===== src/rtl/uart_pkg.sv =====
// Shared UART constants: oversampling ratio, sample phases, receiver state encoding
// and the prescaler divisor computation.
package uart_pkg;

  localparam int         OVS        = 16;
  localparam logic [3:0] SAMPLE_PH0 = 4'd7;
  localparam logic [3:0] SAMPLE_PH1 = 4'd8;
  localparam logic [3:0] SAMPLE_PH2 = 4'd9;

  typedef enum logic [2:0] {
    IDLE,
    START,
    DATA,
    STOP,
    BRKWAIT
  } rx_state_e;

  // Clocks per oversample tick, truncated.
  function automatic int calc_div(input int clkfreq, input int baud);
    return clkfreq / (OVS * baud);
  endfunction

endpackage


===== src/rtl/sync_fifo.sv =====
// Show-ahead synchronous FIFO. The head is kept in a register so it holds its
// last value when the FIFO drains and reads as zero after reset.
module sync_fifo #(
  parameter int WIDTH = 8,
  parameter int DEPTH = 16
) (
  input  logic                   clk,
  input  logic                   reset,
  input  logic                   push,
  input  logic [WIDTH-1:0]       din,
  input  logic                   pop,
  output logic [WIDTH-1:0]       dout,
  output logic [$clog2(DEPTH):0] count,
  output logic                   full,
  output logic                   empty
);

  localparam int AW = $clog2(DEPTH);

  if (DEPTH < 2 || (DEPTH & (DEPTH - 1)) != 0) begin : g_bad_depth
    $error("sync_fifo: DEPTH must be a power of 2 and at least 2");
  end

  logic [WIDTH-1:0] mem_q [DEPTH];
  logic [AW-1:0]    rd_q, wr_q, rd_nxt;
  logic [AW:0]      cnt_q, cnt_d;
  logic [WIDTH-1:0] dout_q, dout_d;
  logic             do_push, do_pop;

  assign empty   = (cnt_q == '0);
  assign full    = (cnt_q == (AW+1)'(DEPTH));
  assign do_pop  = pop && !empty;
  // A pop frees a slot in the same cycle, so a push into a full FIFO still lands.
  assign do_push = push && (!full || do_pop);
  assign rd_nxt  = rd_q + AW'(1);
  assign dout    = dout_q;
  assign count   = cnt_q;

  always_comb begin
    cnt_d  = cnt_q + (AW+1)'(do_push) - (AW+1)'(do_pop);
    dout_d = dout_q;
    if (do_pop) begin
      if (cnt_q > (AW+1)'(1)) dout_d = mem_q[rd_nxt];
      else if (do_push)       dout_d = din;
    end else if (empty && do_push) begin
      dout_d = din;
    end
  end

  always_ff @(posedge clk) begin
    if (reset) begin
      rd_q   <= '0;
      wr_q   <= '0;
      cnt_q  <= '0;
      dout_q <= '0;
    end else begin
      if (do_pop)  rd_q <= rd_nxt;
      if (do_push) wr_q <= wr_q + AW'(1);
      cnt_q  <= cnt_d;
      dout_q <= dout_d;
    end
  end

  always_ff @(posedge clk) begin
    if (do_push) mem_q[wr_q] <= din;
  end

endmodule


===== src/rtl/uart_rx_fifo.sv =====
// 16x oversampled UART receiver with majority-vote sampling, framing/break
// detection and a show-ahead receive FIFO.
module uart_rx_fifo
  import uart_pkg::*;
#(
  parameter int CLKFREQ    = 30000000,
  parameter int BAUD       = 921600,
  parameter int FIFO_DEPTH = 16
) (
  input  logic                        clk,
  input  logic                        reset,
  input  logic                        rx,
  input  logic                        rd,
  input  logic                        clr_err,
  output logic                        valid,
  output logic [7:0]                  rx_data,
  output logic [$clog2(FIFO_DEPTH):0] rx_count,
  output logic                        frame_err,
  output logic                        overrun,
  output logic                        break_det
);

  localparam int DIV = calc_div(CLKFREQ, BAUD);
  localparam int DW  = (DIV > 1) ? $clog2(DIV) : 1;

  if (DIV < 1) begin : g_bad_div
    $error("uart_rx_fifo: CLKFREQ too low for 16x oversampling at BAUD");
  end

  logic            rx_meta_q, rx_sync_q, rx_prev_q;
  rx_state_e       state_q, state_d;
  logic [DW-1:0]   div_q, div_d;
  logic [3:0]      ph_q, ph_d, ph_nxt, hi_q, hi_d;
  logic [2:0]      bit_q, bit_d;
  logic [7:0]      shreg_q, shreg_d;
  logic            s0_q, s0_d, s1_q, s1_d;
  logic            frame_err_q, frame_err_d, overrun_q, overrun_d, break_q, break_d;
  logic            tick, decide, maj, push, set_fe, fifo_full, fifo_empty;

  assign tick   = (div_q == DW'(DIV - 1));
  assign ph_nxt = ph_q + 4'd1;
  assign decide = tick && (ph_nxt == SAMPLE_PH2);
  assign maj    = (s0_q & s1_q) | (s0_q & rx_sync_q) | (s1_q & rx_sync_q);

  always_comb begin
    state_d = state_q;
    div_d   = tick ? '0 : div_q + DW'(1);
    ph_d    = tick ? ph_nxt : ph_q;
    bit_d   = bit_q;
    shreg_d = shreg_q;
    s0_d    = s0_q;
    s1_d    = s1_q;
    hi_d    = hi_q;
    break_d = 1'b0;
    push    = 1'b0;
    set_fe  = 1'b0;
    if (tick && ph_nxt == SAMPLE_PH0) s0_d = rx_sync_q;
    if (tick && ph_nxt == SAMPLE_PH1) s1_d = rx_sync_q;
    case (state_q)
      IDLE: begin
        if (rx_prev_q && !rx_sync_q) begin
          state_d = START;
          div_d   = '0;
          ph_d    = '0;
        end
      end
      START: begin
        if (decide) begin
          state_d = maj ? IDLE : DATA;
          bit_d   = 3'd0;
        end
      end
      DATA: begin
        if (decide) begin
          shreg_d = {maj, shreg_q[7:1]};
          bit_d   = bit_q + 3'd1;
          if (bit_q == 3'd7) state_d = STOP;
        end
      end
      STOP: begin
        // Leaving mid-stop-bit lets the next start edge be caught immediately.
        if (decide) begin
          state_d = IDLE;
          if (maj) begin
            push = 1'b1;
          end else begin
            set_fe = 1'b1;
            if (shreg_q == 8'h00) begin
              break_d = 1'b1;
              hi_d    = '0;
              state_d = BRKWAIT;
            end
          end
        end
      end
      BRKWAIT: begin
        if (tick) begin
          if (!rx_sync_q)        hi_d = '0;
          else if (hi_q == 4'd15) state_d = IDLE;
          else                   hi_d = hi_q + 4'd1;
        end
      end
      default: state_d = IDLE;
    endcase
    frame_err_d = (frame_err_q & ~clr_err) | set_fe;
    overrun_d   = (overrun_q & ~clr_err) | (push & fifo_full & ~rd);
  end

  always_ff @(posedge clk) begin
    if (reset) begin
      rx_meta_q   <= 1'b1;
      rx_sync_q   <= 1'b1;
      rx_prev_q   <= 1'b1;
      state_q     <= IDLE;
      div_q       <= '0;
      ph_q        <= '0;
      bit_q       <= '0;
      shreg_q     <= '0;
      s0_q        <= 1'b0;
      s1_q        <= 1'b0;
      hi_q        <= '0;
      frame_err_q <= 1'b0;
      overrun_q   <= 1'b0;
      break_q     <= 1'b0;
    end else begin
      rx_meta_q   <= rx;
      rx_sync_q   <= rx_meta_q;
      rx_prev_q   <= rx_sync_q;
      state_q     <= state_d;
      div_q       <= div_d;
      ph_q        <= ph_d;
      bit_q       <= bit_d;
      shreg_q     <= shreg_d;
      s0_q        <= s0_d;
      s1_q        <= s1_d;
      hi_q        <= hi_d;
      frame_err_q <= frame_err_d;
      overrun_q   <= overrun_d;
      break_q     <= break_d;
    end
  end

  sync_fifo #(.WIDTH(8), .DEPTH(FIFO_DEPTH)) u_fifo (
    .clk   (clk),
    .reset (reset),
    .push  (push),
    .din   (shreg_q),
    .pop   (rd),
    .dout  (rx_data),
    .count (rx_count),
    .full  (fifo_full),
    .empty (fifo_empty)
  );

  assign valid     = ~fifo_empty;
  assign frame_err = frame_err_q;
  assign overrun   = overrun_q;
  assign break_det = break_q;

endmodule


===== config.mk =====
export PLATFORM = sky130hd
export DESIGN_NAME = uart_rx_fifo
export DESIGN_NICKNAME = d
export VERILOG_FILES = /design/src/rtl/uart_pkg.sv /design/src/rtl/sync_fifo.sv /design/src/rtl/uart_rx_fifo.sv
export SDC_FILE = /design/constraint.sdc
export NUM_CORES = 1
export LEC_CHECK = 0
export BUFFER_PORTS_ARGS = -buffer_cell sky130_fd_sc_hd__buf_2
export CORE_UTILIZATION = 35
export CTS_BUF_LIST = sky130_fd_sc_hd__clkbuf_8
export DETAILED_ROUTE_END_ITERATION = 16
export HOLD_SLACK_MARGIN = 0.02
export SKIP_LAST_GASP = 1
export SYNTH_ARGS = -nofsm -noshare
export SYNTH_HDL_FRONTEND = slang
export SYNTH_SLANG_ARGS = --single-unit

===== constraint.sdc =====
create_clock -name clk -period 2.9 [get_ports clk]
set_input_delay 0.58 -clock clk [delete_from_list [all_inputs] [get_ports clk]]
set_output_delay 0.58 -clock clk [all_outputs]
set_load 0.02 [all_outputs]

-- Word level (Yosys, flattened, before mapping)
Memory sizes are Yosys's and may differ from the RTL's.
Cells that the tools add are included.
- reductions and logical operators: 23
- order comparisons: 1
- equality and inequality tests: 22
- bitwise gates (word level): 16
- add/sub/neg operators: 8
- mux-type cells: 41
- operator list (cell ; count):
    $mux W3 ; 12
    $mux W4 ; 9
    $mux W8 ; 4
    $ne A2 B2 Y1 const B ; 10
    $add A4 B1 Y4 const B ; 4
    $pmux W3 S5 ; 1
    $eq A4 B4 Y1 const B ; 3
    $mux W1 ; 12
    $logic_not A8 Y1 ; 1
    $pmux W4 S2 ; 1
    $reduce_and A8 Y1 ; 1
    $and A1 B1 Y1 ; 7
    $logic_and A1 B1 Y1 ; 7
    $eq A3 B2 Y1 const B ; 2
    $eq A3 B3 Y1 const B ; 2
    $pmux W3 S2 ; 1
    $reduce_and A6 Y1 ; 1
    $reduce_bool A2 Y1 ; 3
    $add A5 B1 Y5 ; 1
    $eq A5 B5 Y1 const B ; 1
    $gt A5 B1 Y1 const B ; 1
    $logic_not A5 Y1 ; 1
    $not A1 Y1 ; 5
    $sub A5 B1 Y5 ; 1
    14 further kinds ; 20
- input port bits: 5
- RAM bits: 128
- flip-flop bits (word level): 52
- memories: 1
- word-level logic and storage cells: 130
- memory list (name ; words ; bits a word ; rd ports ; clocked after memory_dff ; wr ports ; RTL line ; text):
    u_fifo.mem_q ; 16 ; 8 ; 1 ; 0 ; 1 ; sync_fifo.sv:24 ; logic [WIDTH-1:0] mem_q [DEPTH];

-- Depth between registers and ports, before layout
Gate-level depths: netlist (run 1).
- word-level depth: 10
- gate-level depth with buffers: 15

-- Cells and area by module
Synthesis (run 1) repeated with hierarchy kept, for this count alone.
- cell total of the unflattened synthesis: 643
- area total of the unflattened synthesis: 8026.4 µm²
- modules (own cells, without submodules) (module ; sequential area each (µm²) ; times used ; cells each ; area an instance (µm²)):
    sync_fifo ; 4264.1 ; 1 ; 455 ; 6431.2
    uart_rx_fifo ; 620.6 ; 1 ; 188 ; 1595.3

-- Least setup slack after synthesis (run 1)
No wires, ideal clock.
- path type: register -> register
- start point: reg u_fifo.cnt_q[2], in the netlist u_fifo.count[2]
- end point: reg u_fifo.cnt_q[4], in the netlist u_fifo.count[4]
- cell stages (with the launch flop): 16
- data required time: 2768 ps
- setup time: 132 ps
- clock period less this slack: 2640 ps
- buffers on the path: 1
- arrival time: 2507 ps
- setup slack: 260 ps
- path through: dfxtp_1 -> inv_1 -> ha_1 -> nor4b_2 -> nor2b_1 -> clkbuf_1 -> ha_1 -> inv_1 -> ha_1 -> inv_1 -> fa_1 -> nor2_1 -> nor2_1 -> nor2_1 -> or3_1 -> a21oi_1
- cells in the longest elaborated chain, start to end: 7
- elaborated cells on any way between the ends: 9
- classes of those cells: 2 x add/sub; 1 x eq/ne; 6 x reduce/logical
- RTL lines (element ; RTL line ; text):
    start: declaration ; sync_fifo.sv:26 ; logic [AW:0] cnt_q, cnt_d;
    start signal: assignment ; sync_fifo.sv:59 ; cnt_q <= cnt_d;
    $logic_not A5 Y1 * ; sync_fifo.sv:30 ; assign empty = (cnt_q == '0);
    $logic_not A1 Y1 * ; sync_fifo.sv:32 ; assign do_pop = pop && !empty;
    $logic_and A1 B1 Y1 * ; sync_fifo.sv:32 ;
    net u_fifo.do_pop ; sync_fifo.sv:28 ; logic do_push, do_pop;
    $logic_or A1 B1 Y1 ; sync_fifo.sv:34 ; assign do_push = push && (!full || do_pop);
    $logic_and A1 B1 Y1 ; sync_fifo.sv:34 ;
    $add A5 B1 Y5 ; sync_fifo.sv:40 ; cnt_d = cnt_q + (AW+1)'(do_push) - (AW+1)'(do_pop);
    $sub A5 B1 Y5 * ; sync_fifo.sv:40 ;
The timed path passes the listed nets; every way through them passes the cells marked *.
A chain may end at the register's enable or synchronous reset.

-- Worst setup path in the final report (run 1)
- start point: reg ph_q[1]
- end point: reg u_fifo.cnt_q[4], in the netlist u_fifo.count[4]
- cells in the longest elaborated chain, start to end: 8
- RTL lines (element ; RTL line ; text):
    start: declaration ; uart_rx_fifo.sv:33 ; logic [3:0] ph_q, ph_d, ph_nxt, hi_q, hi_d;
    start signal: assignment ; uart_rx_fifo.sv:131 ; ph_q <= ph_d;
    $add A4 B1 Y4 ; uart_rx_fifo.sv:41 ; assign ph_nxt = ph_q + 4'd1;
    $eq A4 B4 Y1 ; uart_rx_fifo.sv:42 ; assign decide = tick && (ph_nxt == SAMPLE_PH2);
    $logic_and A1 B1 Y1 ; uart_rx_fifo.sv:42 ;
    $mux W1 ; uart_rx_fifo.sv:82 ; if (decide) begin
    $mux W1 ; uart_rx_fifo.sv:59 ; case (state_q)
    $logic_and A1 B1 Y1 ; sync_fifo.sv:34 ;
    $add A5 B1 Y5 ; sync_fifo.sv:40 ;
    $sub A5 B1 Y5 ; sync_fifo.sv:40 ;
Every way passes these cells.

==> summary.md, run 1 <==
| Metric | Value |
|---|---|
| Result of the run | `completed` |
| Area share of the largest cell type after synthesis | `about 49%` |
| Vias per std cell | `5.21` |
| First-pass iteration count of the detailed router | `5` |
| Drt drc | `0` |
| Gate count after technology mapping | `549` |
| TritonCTS clock tree | `yes` |
| Worst Path Class, Setup | `flop to flop` |
| Required arrival time at the worst endpoint | `3.22 ns` |
| Wire length of the first global-routing pass | `24900 um` |
| Count of hold-fix buffers inserted at cts | `0` |
| Peak ir drop on the vdd network | `0.294 mV` |
| Syn Std Cell Area | `7870 sq um` |
| Largest net degree at the start of global routing | `44` |
| Crit share post-route | `88.7%` |
| Ys Warns | `0` |
| Number of storage elements in the synthesis netlist | `180` |
| Fillers | `2017` |
| Worst path max stage delay | `0.39 ns` |
| Via count of the first global-routing pass | `approximately 4.6k` |
| Worst R2R Start | `ph_q[1]` |
| Core Box Area | `22000 sq um` |
| Master of the slowest instance on the critical path | `sky130_fd_sc_hd__fa_1` |
| Min cycle time layout | `2.57 ns` |
| Power Dens Cells | `between 700 and 800 nW/um^2` |
| Static leakage power | `3.25 nW` |
| Synthesized net count | `575` |
| Fin. Hold Viols | `0` |
| Layout cells sized above 1 | `21.7%` |
| Signal arrival time at the worst endpoint | `2.89 ns` |
| Hpwl dp | `roughly 11000 um` |
| Overall die width | `approximately 150 um` |
| Tightest Hold Check Type | `input port to flop` |
| Drt initial violations | `270` |
| Leading cell types by count after synthesis | `128 x sky130_fd_sc_hd__edfxtp_1, 52 x sky130_fd_sc_hd__dfxtp_1, 46 x sky130_fd_sc_hd__nor2_1` |
| Max transition margin | `between 40 and 50%` |
| Clock skew | `0.0176 ns` |
| Biggest area contributors in the synthesized netlist | `sky130_fd_sc_hd__edfxtp_1 49%, sky130_fd_sc_hd__dfxtp_1 13%, sky130_fd_sc_hd__mux4_2 5.7%` |
| Critical Path Start Type | `flop` |
| Per-cell routed wire length | `17.8 um` |
| Via count | `about 4.6k` |
| Setup bufs post-CTS | `0` |
| Worst min-delay path startpoint | `rx` |
| CTS Buf Count | `17` |
| Max Fclk | `0.389 GHz` |
| Setup TNS after final layout | `0 ns` |
| Final core area utilization | `approximately two fifths` |
| Net count reported at finish | `612` |
| Sequential-to-total area share from yosys stat | `62.1%` |
| Cell Rows | `54` |
| Area growth, synth to finish | `11.0%` |
| Cell with the most instances after synthesis | `sky130_fd_sc_hd__edfxtp_1` |
| Count of flip-flops with a built-in enable after synthesis | `128` |
| Aggregate routed wire length | `roughly 16000 um` |
| Fin. max-slew vios | `0` |
| Clock sink count | `180` |
| Full die area | `23100 sq um` |
| Post-CTS Resized | `0` |
| # diodes | `0` |
| Port Buf Inserts | `21` |
| Dominant synthesized flop cell | `sky130_fd_sc_hd__edfxtp_1` |
| Slew at the pin closest to its max-slew limit | `0.787 ns` |
| Clock slew at the register clock pins of the worst setup and hold paths | `approximately 0.090 ns` |
| Number of antenna violations at the first check in global routing | `0` |
| Worst path most repeated cell | `sky130_fd_sc_hd__nor2_1` |
| RSZ-0062 raised after global routing | `no` |
| Effective utilization at floorplan | `35.8%` |
| Gpl congestion | `0.803` |
| Post-synthesis cell type with the largest combined area | `sky130_fd_sc_hd__edfxtp_1` |
| Post-route insts no fill | `~880` |
| Final Worst Setup Slack | `0.329 ns` |
| CP startpoint | `ph_q[1]` |
| CP Cell Sequence | `ha_1 -> nor2_1 -> and2_1 -> o21ai_2 -> nor2_1 -> ha_1 -> inv_1 -> fa_1 -> nor2_1 -> nor2_1 -> nor2_1 -> or3_1 -> a21oi_1` |
| Share of flip-flops with an asynchronous set or reset | `0%` |
| Antenna-violating nets left | `0` |
| Setup slack after placement | `0.389 ns` |
| Number of maximum-capacitance violations | `0` |
| Max clock buf depth | `2` |
| Reg-to-reg slack, setup | `0.33 ns` |
| # setup viols final | `0` |
| I/O pin count | `22` |
| Die outline height | `152 um` |
| Avg Cell Area, Syn | `14.3 sq um` |
| Maximum fanout count along the critical path | `6` |
| Clock latency reported for the late side of the worst-skew pair | `0.46 ns` |
| Root Driver | `sky130_fd_sc_hd__clkbuf_8` |
| Count of different cell masters after synthesis | `73` |
| Post-Place Cells | `847` |
| Crit path capture type | `flop` |
| Count of H-tree levels built during CTS | `4` |
| Aggregate global routing overflow | `0` |
| Total GRT Usage | `14.0%` |
-- kinds of logic after synthesis --
logic type | Yosys count | synth area share, %
compound gates | 77 | 7.79
xor+xnor | 10 | 1.35
fa+ha+maj | 22 | 3.58
buf+inv | 46 | 2.99
flops | 180 | 62.1
mux | 69 | 12.1
simple gates | 145 | 10.1
-- per-layer routing --
metal,vias to the layer above,track usage (%),routed length (um)
met5,-,0,0
met4,0,5.00,206
met3,14,2.71,602
met2,91,23.6,7710
met1,2314,18.0,7110
li1,2164,-,-
-- placed cells by master, fill, tap and decap left out, types with 17 or more instances in the layout --
cell	synthesis	layout
sky130_fd_sc_hd__a22oi_1	19	19
sky130_fd_sc_hd__buf_2	7	21
sky130_fd_sc_hd__buf_4	8	22
sky130_fd_sc_hd__clkbuf_8	0	17
sky130_fd_sc_hd__dfxtp_1	52	52
sky130_fd_sc_hd__edfxtp_1	128	128
sky130_fd_sc_hd__ha_1	20	20
sky130_fd_sc_hd__inv_1	19	21
sky130_fd_sc_hd__mux2i_1	38	38
sky130_fd_sc_hd__mux4_2	20	20
sky130_fd_sc_hd__nand2_1	17	17
sky130_fd_sc_hd__nor2_1	46	46
-- critical path: cells and delay by family (launching register included) --
family | cells | cell delay [ns]
simple gates | 7 | 1.01
fa+ha+maj | 3 | 0.84
flops | 1 | 0.36
compound gates | 2 | 0.18
buf+inv | 1 | 0.05
-- cell type report --
type	count	area [sq um]	area share, %
repair buffers	44	290	3.32
inverters	20	75.1	0.860
clock inverters	15	148	1.69
well taps	280	350	4.01
flip-flops and latches	180	4880	55.9
multi-input cells	323	2750	31.5
clock buffers	17	234	2.68
-- power breakdown --
group          internal, mW  leakage, nW  switching (mW)
Combinational         0.817         1.44           0.984
Clock                 0.707        0.195           0.957
Sequential             2.82         1.61          0.0984
-- path summary, 6_finish.rpt --
kind | cells past startpoint | endpoint
min | 2 | rx_meta_q
min reg2reg | 1 | rx_sync_q
max reg2reg | 13 | u_fifo.count[4]
max | 13 | u_fifo.count[4]
-- flip-flops by register name, indices dropped and copies added, names as in the netlist --
| name | count |
|---|---|
| rx_prev_q | 1 |
| bit_q | 3 |
| hi_q | 4 |
| break_det | 1 |
| overrun | 1 |
| u_fifo.mem_q | 128 |
| s0_q | 1 |
| rx_meta_q | 1 |
| u_fifo.dout | 8 |
| shreg_q | 8 |
| state_q | 3 |
| u_fifo.wr_q | 4 |
| div_q | 1 |
| u_fifo.rd_q | 4 |
| u_fifo.count | 5 |
| ph_q | 4 |
| frame_err | 1 |
| s1_q | 1 |
| rx_sync_q | 1 |
-- metrics by stage --
step                hold WS (ns)  cell area [sq um]  power [mW]
floorplan                  0.389               7870        4.33
global placement           0.412               8350        4.75
CTS                        0.289               8730        6.44
finish                     0.317               8730        6.38
global route               0.285               8730        6.72
detailed placement         0.399               8350        4.78
Note: power is estimated with default switching activity, not from simulation.
==> run 2, diff against run 1 <==
==> constraint.sdc (replaced) <==
create_clock -name clk -period 2.9 [get_ports clk]
set_input_delay 0.145 -clock clk [delete_from_list [all_inputs] [get_ports clk]]
set_output_delay 0.145 -clock clk [all_outputs]
set_load 0.02 [all_outputs]
==> summary.md, run 2 (synthesized netlist as in run 1, its figures left out) <==
| Metric | Value |
|---|---|
| TritonCTS clock tree | `yes` |
| Cell depth of the worst hold path | `4` |
| Crit path capture type | `flop` |
| Worst-case hold path end point | `frame_err` |
| Combinational Power Share | `27.1%` |
| Most common cell after layout, fill and taps aside | `sky130_fd_sc_hd__edfxtp_1` |
| Cell internal pwr | `4.60 mW` |
| Smallest hold slack | `0.130 ns` |
| Register ranked first by flip-flop count | `u_fifo.mem_q` |
| Overall die width | `between 150 and 200 um` |
| Via count of the first global-routing pass | `4706` |
| Net Switching | `2.00 mW` |
| Drt drc | `0` |
| Fin. max-slew vios | `0` |
| Clock latency reported for the late side of the worst-skew pair | `0.45 ns` |
| Cell Rows | `54` |
| Root Driver | `sky130_fd_sc_hd__clkbuf_8` |
| Net count reported at finish | `between 600 and 700` |
| Via count | `approximately 4.6k` |
| Worst min-delay path startpoint | `clr_err` |
| Largest net degree at the start of global routing | `44` |
| Part of the power in registers | `44.2%` |
| Full die area | `23100 sq um` |
| Static leakage power | `3.25 nW` |
| Aggregate routed wire length | `16000 um` |
| Drt initial violations | `296` |
| Vias per std cell | `5.21` |
| Max clock buf depth | `2` |
| Setup TNS after final layout | `0 ns` |
| Worst path most repeated cell | `sky130_fd_sc_hd__nor2_1` |
| Per-cell routed wire length | `between 15 and 20 um` |
| Effective utilization at floorplan | `35.8%` |
| Count of H-tree levels built during CTS | `4` |
| Fin. Hold Viols | `0` |
| Fraction of power consumed by the clock network | `28.6%` |
| Clock skew | `between 0.01 and 0.015 ns` |
| First-pass iteration count of the detailed router | `5` |
| Summed area of non-filler cells in the final layout | `8770 sq um` |
| Max reg flops | `128` |
| Clock sink count | `180` |
| Min cycle time layout | `2.59 ns` |
| Worst reg2reg endpoint | `u_fifo.count[4]` |
| I/O pin count | `22` |
| Post-Place Cells | `844` |
| Setup bufs post-CTS | `0` |
| Critical Path Start Type | `flop` |
| Reg-to-reg slack, setup | `0.31 ns` |
| Slew at the pin closest to its max-slew limit | `0.897 ns` |
| Wire length of the first global-routing pass | `approximately 26000 um` |
| Antenna-violating nets left | `0` |
| Core Box Area | `22000 sq um` |
| FF-to-FF path depth | `13` |
| Layout cells sized above 1 | `21.4%` |
| Clock slew at the register clock pins of the worst setup and hold paths | `0.09 ns` |
| Worst Path Class, Setup | `flop to flop` |
| Peak ir drop on the vdd network | `0.295 mV` |
| Gpl congestion | `0.818` |
| Worst R2R Start | `ph_q[1]` |
| Post-route insts no fill | `877` |
| Fillers | `2029` |
| Master of the slowest instance on the critical path | `sky130_fd_sc_hd__dfxtp_1` |
| Die outline height | `around 150 um` |
| Switching power share of the total | `between 30% and 40%` |
| # diodes | `0` |
| Number of antenna violations at the first check in global routing | `0` |
| Hpwl dp | `approximately 11000 um` |
| Highest-count cells in the layout ignoring fill and taps | `128 x sky130_fd_sc_hd__edfxtp_1, 52 x sky130_fd_sc_hd__dfxtp_1, 46 x sky130_fd_sc_hd__nor2_1, 38 x sky130_fd_sc_hd__mux2i_1, 21 x sky130_fd_sc_hd__buf_2` |
| Crit share post-route | `about nine tenths` |
| Maximum fanout count along the critical path | `6` |
| Aggregate global routing overflow | `0` |
| RSZ-0062 raised after global routing | `no` |
| Number of maximum-capacitance violations | `0` |
| Instance area after placement | `8320 sq um` |
| Tightest Hold Check Type | `input port to flop` |
| Result of the run | `completed` |
| Required arrival time at the worst endpoint | `3.29 ns` |
| Total Power Consumption | `6.60 mW` |
| CTS Buf Count | `17` |
| Area growth, synth to finish | `11.4%` |
| CP Cell Sequence | `ha_1 -> nor2_1 -> and2_1 -> o21ai_2 -> nor2_1 -> ha_1 -> inv_1 -> fa_1 -> nor2_1 -> nor2_1 -> nor2_1 -> or3_1 -> a21oi_1` |
| Count of hold-fix buffers inserted at cts | `1` |
| Signal arrival time at the worst endpoint | `approximately 3.0 ns` |
| Max Fclk | `~0.39 GHz` |
| Port Buf Inserts | `21` |
| Post-CTS Resized | `0` |
| # setup viols final | `0` |
| Total GRT Usage | `14.4%` |
| Worst path max stage delay | `0.41 ns` |
| Power Dens Cells | `752 nW/um^2` |
| Max transition margin | `40.2%` |
-- run 2: metrics by stage --
| stage | setup WS (ns) | util, % |
|---|---|---|
| after floorplan | 0.260 | - |
| after global placement | 0.384 | 37.9 |
| after detailed placement | 0.346 | 37.9 |
| after CTS | 0.314 | 39.9 |
| after global routing | 0.0523 | 39.9 |
| final | 0.313 | 39.9 |
-- run 2: layout make-up --
class	instances	area [sq um]	area share, %
clock buffer	18	248	2.82
sequential	180	4880	55.7
tap	280	350	3.99
inverter	20	75.1	0.856
multi-input combinational	323	2750	31.4
clock inverter	14	198	2.25
timing repair buffer	42	265	3.02
-- run 2: per-layer routing --
layer,vias up,wire (um),track usage [%]
li1,2162,-,-
met1,2295,7160,18.0
met2,95,8030,24.6
met3,16,599,3.31
met4,0,189,4.76
met5,-,0,0
-- run 2: worst max-delay path, delay by kind of cell, from the launching register on --
| family | cells | cell delay [ns] |
|---|---|---|
| AO/OA/AOI/OAI | 2 | 0.38 |
| adder cells (fa/ha/maj) | 3 | 0.73 |
| buffers and inverters | 1 | 0.07 |
| flip-flops | 1 | 0.41 |
| AND/OR/NAND/NOR | 7 | 0.94 |
-- run 2: worst max-delay path by stage --
stage,startpoint,end,slack [ns]
finish,ph_q[1],u_fifo.count[4],0.31
global placement,u_fifo.count[2],u_fifo.count[4],0.38
CTS,ph_q[1],u_fifo.count[4],0.31
detailed placement,ph_q[1],u_fifo.count[4],0.35
global route,ph_q[1],u_fifo.count[4],0.05
floorplan,u_fifo.count[2],u_fifo.count[4],0.26
-- run 2: power by group through the flow --
| stage | Combinational [mW] | Sequential [mW] | Clock, mW |
|---|---|---|---|
| after CTS | 1.81 | 2.92 | 1.92 |
| after floorplan | 1.29 | 3.05 | 0 |
| after detailed placement | 1.80 | 2.98 | 0 |
| after global routing | 1.97 | 2.93 | 2.02 |
| after global placement | 1.78 | 2.97 | 0 |
| final | 1.79 | 2.92 | 1.89 |
==> run 3, diff against run 2 <==
CTS_CLUSTER_SIZE = 14   (was unset)
GPL_TIMING_DRIVEN = 0   (was unset)
==> summary.md, run 3 (synthesized netlist as in run 1, its figures left out) <==
| Metric | Value |
|---|---|
| Via count of the first global-routing pass | `around 4.5k` |
| Crit path capture type | `flop` |
| Summed area of non-filler cells in the final layout | `8780 sq um` |
| Setup slack after placement | `-0.309 ns` |
| Master of the slowest instance on the critical path | `sky130_fd_sc_hd__fa_1` |
| Clock sink count | `180` |
| Maximum fanout count along the critical path | `10` |
| Port Buf Inserts | `20` |
| Aggregate routed wire length | `16300 um` |
| I/O pin count | `22` |
| Largest net degree at the start of global routing | `21` |
| RSZ-0062 raised after global routing | `yes` |
| Fin. max-slew vios | `0` |
| Area growth, synth to finish | `11.6%` |
| Max reg flops | `about 130` |
| Clock skew | `0.0193 ns` |
| Wire length of the first global-routing pass | `25900 um` |
| Worst R2R Start | `ph_q[0]` |
| Full die area | `between 20000 and 25000 sq um` |
| Instance area after placement | `8330 sq um` |
| Clock latency reported for the late side of the worst-skew pair | `0.46 ns` |
| Die outline height | `152 um` |
| Total GRT Usage | `14.8%` |
| Family with the most delay on the worst path | `simple AND/OR/NAND/NOR gates` |
| Worst min-delay path startpoint | `clr_err` |
| Overall die width | `approximately 150 um` |
| Buffer and inverter count on the worst path | `3` |
| Critical Path Start Type | `flop` |
| Tightest Hold Check Type | `input port to flop` |
| Reg-to-reg slack, setup | `0.19 ns` |
| Worst-case hold path end point | `frame_err` |
| Max transition margin | `between 30 and 40%` |
| Net count reported at finish | `between 600 and 700` |
| Drt initial violations | `between 200 and 250` |
| FF-to-FF path depth | `15` |
| CP Cell Sequence | `inv_1 -> ha_1 -> and2_2 -> and3_4 -> o21ai_4 -> nor2_4 -> buf_4 -> ha_1 -> inv_1 -> fa_1 -> nor2_1 -> nor2_1 -> nor2_1 -> or3_1 -> a21oi_1` |
| Per-cell routed wire length | `18.5 um` |
| Cell Rows | `54` |
| Max Fclk | `0.369 GHz` |
| Layout cells sized above 1 | `22.5%` |
| Most common cell after layout, fill and taps aside | `sky130_fd_sc_hd__edfxtp_1` |
| Result of the run | `completed` |
| Root Driver | `sky130_fd_sc_hd__clkbuf_8` |
| Vias per std cell | `5.21` |
| Core Box Area | `22000 sq um` |
| Drt drc | `0` |
| Worst path most repeated cell | `sky130_fd_sc_hd__nor2_1` |
| Count of H-tree levels built during CTS | `4` |
| Cell depth of the worst hold path | `4` |
| Number of maximum-capacitance violations | `0` |
| Final Worst Setup Slack | `between 0.15 and 0.2 ns` |
| Hpwl dp | `11500 um` |
| Clock slew at the register clock pins of the worst setup and hold paths | `0.10 ns` |
| Smallest hold slack | `0.0841 ns` |
| Worst path max stage delay | `0.41 ns` |
| Register ranked first by flip-flop count | `u_fifo.mem_q` |
| Required arrival time at the worst endpoint | `3.23 ns` |
| Number of antenna violations at the first check in global routing | `0` |
| Via count | `4602` |
| Min cycle time layout | `2.71 ns` |
| TritonCTS clock tree | `yes` |
| Max clock buf depth | `2` |
| Highest-count cells in the layout ignoring fill and taps | `128 x sky130_fd_sc_hd__edfxtp_1, 50 x sky130_fd_sc_hd__dfxtp_1, 45 x sky130_fd_sc_hd__nor2_1, 38 x sky130_fd_sc_hd__mux2i_1, 26 x sky130_fd_sc_hd__buf_2` |
| Crit share post-route | `93.6%` |
| Fin. Hold Viols | `0` |
| Fillers | `1975` |
| Antenna-violating nets left | `0` |
| Effective utilization at floorplan | `35.8%` |
| Slew at the pin closest to its max-slew limit | `0.977 ns` |
| Peak ir drop on the vdd network | `0.297 mV` |
| Signal arrival time at the worst endpoint | `3.04 ns` |
| # diodes | `0` |
| Worst reg2reg endpoint | `u_fifo.count[4]` |
| Aggregate global routing overflow | `0` |
| Gpl congestion | `0.807` |
| # setup viols final | `0` |
| First-pass iteration count of the detailed router | `6` |
| CTS Buf Count | `17` |
| Power Dens Cells | `~730 nW/um^2` |
| Static leakage power | `3.25 nW` |
| Worst Path Class, Setup | `flop to flop` |
[run 3: what timing repair did]
action / CTS / global route
hold buffers: 1 / 0
cloned: 0 / 0
hold endpoints to repair: 1 / 0
setup buffers: 0 / 2
endpoints found under the setup margin: 10 / 9
gates resized for setup: 7 / 9
[run 3: metal layers]
metal,track usage [%],share of wire [%],routed length (um)
met5,0,0,0
met4,4.47,0.48,78
met3,2.88,4.9,799
met2,25.2,50,8190
met1,19.0,44,7260
[run 3: tightest hold or removal path, cell delays in order]
cell and delay [ns]:
sky130_fd_sc_hd__buf_2 0.10, sky130_fd_sc_hd__inv_1 0.10, sky130_fd_sc_hd__a32oi_1 0.07, sky130_fd_sc_hd__nor2_1 0.09
[run 3: cell type report]
| type | count | area [sq um] | area share [%] |
|---|---|---|---|
| Multi-Input combinational cell | 323 | 2800 | 31.9 |
| Timing Repair Buffer | 23 | 125 | 1.42 |
| Sequential cell | 180 | 4890 | 55.7 |
| Tap cell | 280 | 350 | 3.99 |
| Clock buffer | 17 | 234 | 2.66 |
| Inverter | 20 | 75.1 | 0.855 |
| Clock inverter | 15 | 145 | 1.65 |
| Buffer | 26 | 164 | 1.87 |
[run 3: per-stage QoR]
stage          setup TNS [ns]  power, mW  utilization (%)  std cells
2_1_floorplan               0       4.33                -        549
3_3_place_gp            -2.80       4.79             37.9        849
3_5_place_dp            -1.46       4.83             37.9        849
4_1_cts                     0       6.49             39.8        882
5_1_grt               -0.0278       6.81             40.0        884
6_report                    0       6.45             40.0        884
[run 3: how the worst max path moves through the flow]
stage | slack, ns | cells after the start | from | endpoint
after floorplan | 0.26 | 15 | u_fifo.count[2] | u_fifo.count[4]
after global placement | -0.34 | 6 | ph_q[1] | u_fifo.mem_q[3][1]
after global routing | -0.03 | 14 | ph_q[0] | u_fifo.count[4]
after CTS | 0.03 | 14 | ph_q[0] | u_fifo.count[4]
final | 0.19 | 15 | ph_q[0] | u_fifo.count[4]
after detailed placement | -0.31 | 14 | ph_q[0] | u_fifo.count[4]
[run 3: power breakdown]
| group | switching [mW] | internal (mW) |
|---|---|---|
| combinational | 1.02 | 0.847 |
| clock | 0.961 | 0.705 |
| sequential | 0.105 | 2.82 |
| total | 2.09 | 4.37 |
